[config.mk]
export PLATFORM = sky130hd
export DESIGN_NAME = regfile_mp
export DESIGN_NICKNAME = d
export VERILOG_FILES = /design/src/rtl/regfile_mp.sv
export SDC_FILE = /design/constraint.sdc
export NUM_CORES = 1
export LEC_CHECK = 0
export CORE_MARGIN = 2
export CORE_UTILIZATION = 45
export DETAILED_ROUTE_END_ITERATION = 12
export PLACE_DENSITY = 0.67
export SYNTH_ARGS = -nofsm -noshare
export SYNTH_HDL_FRONTEND = slang
export SYNTH_SLANG_ARGS = --single-unit
[constraint.sdc]
create_clock -name clk -period 5.9 [get_ports clk]
set_clock_uncertainty 0.1 [all_clocks]
set_input_delay 1.18 -clock clk [delete_from_list [all_inputs] [get_ports clk]]
set_output_delay 1.18 -clock clk [all_outputs]
set_load 0.005 [all_outputs]
[src/rtl/regfile_mp.sv]
// regfile_mp: parametrised multi-port register file with a self-clearing storage array.
// Reads are combinational and can forward same-cycle write data. On a tie, the
// highest-index write port wins. A clear engine walks every entry after reset or
// on request, writing zero, before the file reports ready.
module regfile_mp #(
  parameter int XLEN     = 32,
  parameter int NREGS    = 32,
  parameter int NR       = 2,
  parameter int NW       = 1,
  parameter int ZERO_REG = 1,
  parameter int BYPASS   = 1,
  localparam int AW      = $clog2(NREGS)
) (
  input  logic                 clk,
  input  logic                 rstn,
  input  logic [NR*AW-1:0]     rs_addr,
  output logic [NR*XLEN-1:0]   rd_data,
  input  logic [NW-1:0]        we,
  input  logic [NW*AW-1:0]     wa,
  input  logic [NW*XLEN-1:0]   wd,
  input  logic                 clear_req,
  output logic                 ready
);

  typedef enum logic {
    CLEAR = 1'b0,
    READY = 1'b1
  } state_e;

  localparam logic [AW-1:0] LAST_IDX = AW'(NREGS - 1);

  state_e              state_q, state_d;
  logic [AW-1:0]       clr_cnt_q, clr_cnt_d;
  logic [XLEN-1:0]     mem_q [NREGS];

  logic [AW-1:0]       rdAddr;
  logic [XLEN-1:0]     rdVal;

  // State and clear-counter registers; reset restarts the clear sequence from entry 0.
  always_ff @(posedge clk or negedge rstn) begin
    if (!rstn) begin
      state_q   <= CLEAR;
      clr_cnt_q <= '0;
    end else begin
      state_q   <= state_d;
      clr_cnt_q <= clr_cnt_d;
    end
  end

  // Next-state logic: walk every entry while clearing, re-enter CLEAR on request when ready.
  always_comb begin
    state_d   = state_q;
    clr_cnt_d = clr_cnt_q;
    case (state_q)
      CLEAR: begin
        if (clr_cnt_q == LAST_IDX) begin
          state_d   = READY;
          clr_cnt_d = '0;
        end else begin
          clr_cnt_d = clr_cnt_q + 1'b1;
        end
      end
      READY: begin
        if (clear_req) begin
          state_d   = CLEAR;
          clr_cnt_d = '0;
        end
      end
      default: begin
        state_d   = CLEAR;
        clr_cnt_d = '0;
      end
    endcase
  end

  assign ready = (state_q == READY);

  // Storage update: the clear engine owns the array while clearing, otherwise the write
  // ports update it in ascending order so the highest-index port wins on a shared address.
  always_ff @(posedge clk) begin
    if (state_q == CLEAR) begin
      mem_q[clr_cnt_q] <= '0;
    end else begin
      for (int j = 0; j < NW; j++) begin
        if (we[j] && !((ZERO_REG != 0) && (wa[j*AW +: AW] == '0))) begin
          mem_q[wa[j*AW +: AW]] <= wd[j*XLEN +: XLEN];
        end
      end
    end
  end

  // Combinational read ports, with optional forwarding from matching enabled writes
  // (highest index wins), a forced-zero entry 0, and all-zero output while not ready.
  always_comb begin
    rd_data = '0;
    rdAddr  = '0;
    rdVal   = '0;
    for (int k = 0; k < NR; k++) begin
      rdAddr = rs_addr[k*AW +: AW];
      rdVal  = mem_q[rdAddr];
      if (BYPASS != 0) begin
        for (int j = 0; j < NW; j++) begin
          if (we[j] && (wa[j*AW +: AW] == rdAddr)) begin
            rdVal = wd[j*XLEN +: XLEN];
          end
        end
      end
      if ((ZERO_REG != 0) && (rdAddr == '0)) begin
        rdVal = '0;
      end
      if (!ready) begin
        rdVal = '0;
      end
      rd_data[k*XLEN +: XLEN] = rdVal;
    end
  end

endmodule

==> results.rst <==
.. list-table::
   :header-rows: 1

   * - Metric
     - Value
   * - Register-to-register setup slack
     - around 2.1 ns
   * - Post-synthesis instance total
     - 2840
   * - Proportion of synthesized area in mux cells
     - 24.33%
   * - Initial Utilization
     - 45.24%
   * - Final weighted congestion in routability-driven placement
     - 0.8578
   * - Syn_nets
     - 2893
   * - Chip height
     - 334.6 microns
   * - Buffer depth of the longest clock path
     - 3
   * - Layout Cells excl Fill
     - 4502
   * - Startpoint of the lowest-slack register-to-register path
     - ready
   * - Total GRT Usage
     - around 28%
   * - Number of max-slew violations in the final report
     - 0
   * - Hpwl dp
     - roughly 95000 microns
   * - Instance count after placement with tap cells included
     - 4305
   * - Worst-Margin Slew
     - 1.194 ns
   * - Number of cells traversed by the worst hold path
     - 2
   * - Number of storage elements in the synthesis netlist
     - around 1000
   * - Logic depth of the worst register-to-register path
     - 7
   * - TritonCTS clock tree
     - done
   * - Post-CTS Hold Fix Bufs
     - 0
   * - Proportion of synthesized flip-flops having asynchronous set or reset
     - 0.5825%
   * - Unique masters post-synth
     - 53
   * - Xor-xnor portion of the synthesized cell area
     - less than 1%
   * - Mean post-synth cell area
     - 17.32 sq um
   * - Worst max-slew margin expressed relative to the limit
     - 20.15%
   * - Clock edge transition at the registers on the reported setup and hold paths
     - roughly 0.060 ns
   * - Adder-cell share of the synthesized area
     - 0.05088%
   * - First-pass GRT wire length
     - around 230000 microns
   * - Crit-path max FO
     - 34
   * - Min-Delay Endpoint
     - clr_cnt_q[4]
   * - Die width
     - between 300 and 400 microns
   * - Count of unresolved DRC violations after routing
     - 0
   * - Synthesized area
     - slightly below 0.05 sq mm
   * - Sequential element share of the synthesized area
     - roughly 63%
   * - Highest ir drop seen on vdd
     - roughly 0.00028 V
   * - Req. time, crit path
     - 4.62 ns
   * - Peak clock frequency supported by timing
     - 180.1 MHz
   * - Antenna viol nets, final
     - 0
   * - Endpoints failing setup
     - 0
   * - Maximum number of pins on one net before global-route repair
     - 49
   * - R2R Path End
     - mem_q[26][21]
   * - Kind of start point of the critical path
     - primary input
   * - Post-synth EDFFs
     - 1024
   * - First drt pass iteration count
     - 6
   * - Final Instance Area
     - 0.05654 sq mm
   * - Most used flip-flop cell after synthesis
     - edfxtp_1
   * - Number of setup buffers added after CTS
     - 0
   * - Initial antenna violation count
     - 4
   * - Crit end category
     - output pin
   * - Commonest cells after routing, fill and taps aside
     - edfxtp_1, mux2i_1, mux4_2
   * - Delay of the slowest cell on the worst path
     - 0.64 ns
   * - Initial drt markers
     - 4026
   * - Antenna diodes
     - 0
   * - Clk sinks
     - 1030
   * - Time the final worst path needs with I/O delays and setup
     - about 5.6 ns
   * - Total number of vias
     - around 31000
   * - Cells traversed along the worst timing path
     - buf_6 -> or2_2 -> o31a_2 -> buf_12 -> o21ai_0 -> a21oi_1 -> clkdlybuf4s50_1
   * - Commonest non-fill, non-tap cell in the layout
     - edfxtp_1
   * - Post-route fraction of the period consumed by the critical path
     - 94.11%
   * - Final routed wirelength across all metal layers
     - 159100 microns
   * - Number of gates resized after CTS
     - 0
   * - Number of rows created at floorplan
     - 121
   * - Clk Latency, worst-skew pair
     - 0.69 ns
   * - Combinational family with the most area after synthesis
     - multiplexers
   * - Status
     - finished, final reports clean
   * - Max stage delay cell, worst path
     - or2_2
   * - Setup Total Neg Slack
     - 0 ns
   * - Full die area
     - 0.1119 sq mm
   * - Endpoint arrival time on the critical path
     - 4.27 ns
   * - Net total in the final layout
     - 3052
   * - Static leakage
     - 19.09 nW
   * - Core outline area
     - 0.1087 sq mm
   * - Fraction of layout instances using a drive strength above 1
     - ~25%
   * - Worst hold path type
     - reg -> reg
   * - Routed vias/inst
     - 6.902
   * - Unrepaired setup endpoints after global routing
     - false
   * - Area added between synthesis and finish
     - 14.97%
   * - Worst Hold Launch
     - clr_cnt_q[4]
   * - Number of levels the H-tree was split into
     - 3
   * - Synth Area in Simple Gates
     - around 2.7%
   * - Routed length per placed instance
     - 35.34 microns
   * - Total placed instance area
     - 0.05319 sq mm
   * - Root Buffer Master
     - clkbuf_16
   * - Synthesized-area fraction occupied by ao, oa, aoi and oai cells
     - 7.429%
   * - Vias in the first global route
     - between 30000 and 40000
   * - I/O pin cnt
     - 116
   * - Total of buffers placed on input and output ports
     - ~120
   * - Power density over the cells
     - 342.4 mW/mm^2
   * - Aggregate global routing overflow
     - 0
   * - Tightest hold margin
     - 0.5642 ns
   * - Worst path top cell family by delay
     - buffers and inverters
   * - Count of maximum capacitance violations
     - 0
   * - Buffers & Inverters on Critical Path
     - 3
   * - CTS Buf Count
     - about 110
   * - Endpoints failing hold
     - 0
   * - Setup Crit Path Kind
     - in -> out
   * - Synth warn
     - 0
-- state kept, by name (all words and copies together) (netlist names) --
signal     count
mem_q       1024
ready          1
clr_cnt_q      5
-- layer usage --
metal	vias to the layer above	GRT usage (%)	wire (microns)
met3	488	5.887	17740
met1	16140	37.54	58400
met2	2116	44.51	74130
met4	0	14.48	8831
li1	12330	-	-
met5	-	0	0
-- Yosys cell counts (all sizes together) (35+ instances only) --
master	instances	area, sq um
nand2	74	277.8
mux2i	434	4344
o22ai	86	538.0
nor2b	48	300.3
and2	36	225.2
buf	121	735.7
o21ai	60	300.3
nor2	40	150.1
a22oi	51	382.9
clkbuf	124	465.5
edfxtp	1024	30750
mux2	37	416.7
a21oi	37	185.2
a31oi	35	219.0
o221ai	86	753.2
mux4	320	7207
-- report_power, final --
group | switching [mW] | internal (mW) | total (mW)
sequential | 0.346 | 8.98 | 9.33
clock | 2.85 | 3.73 | 6.58
combinational | 2.21 | 1.25 | 3.46
total | 5.40 | 14.0 | 19.4
-- through the flow --
stage	power, mW	setup slack [ns]	util (%)
floorplan	11.20	1.318	-
global route	19.88	0.2665	52.02
detailed placement	12.87	0.4736	48.94
global placement	12.73	0.4565	48.94
CTS	19.36	0.4512	52.02
finish	19.36	0.3474	52.02
-- worst min-delay path: cells and delay by family (launching register included) --
family,cells,cell delay (ns)
simple gates,1,0.09
compound gates,1,0.07
flops,1,0.46
-- logic make-up after synthesis --
group / Yosys count
mux: 791
fa+ha+maj: 2
simple gates: 256
buf+inv: 249
compound gates: 500
xor+xnor: 12
flops: 1030
-- layout make-up --
cell class                      instances  area, sq um
Timing Repair Buffer                  296         3094
Fill cell                            8523        52160
Inverter                                4        15.01
Clock buffer                          137         2833
Tap cell                             1414         1769
Clock inverter                         60        514.2
Multi-Input combinational cell       1561        17420
Sequential cell                      1030        30900
-- worst max path at each step --
stage | start | to | slack [ns] | depth (start not counted)
2_1_floorplan | wa[2] | mem_q[20][0] | 1.32 | 6
4_1_cts | rs_addr[7] | rd_data[44] | 0.45 | 7
5_1_grt | wa[3] | rd_data[6] | 0.27 | 6
3_3_place_gp | wa[3] | rd_data[6] | 0.46 | 6
6_report | rs_addr[7] | rd_data[44] | 0.35 | 7
3_5_place_dp | rs_addr[7] | rd_data[44] | 0.47 | 7
Note: power is estimated with default switching activity, not from simulation.
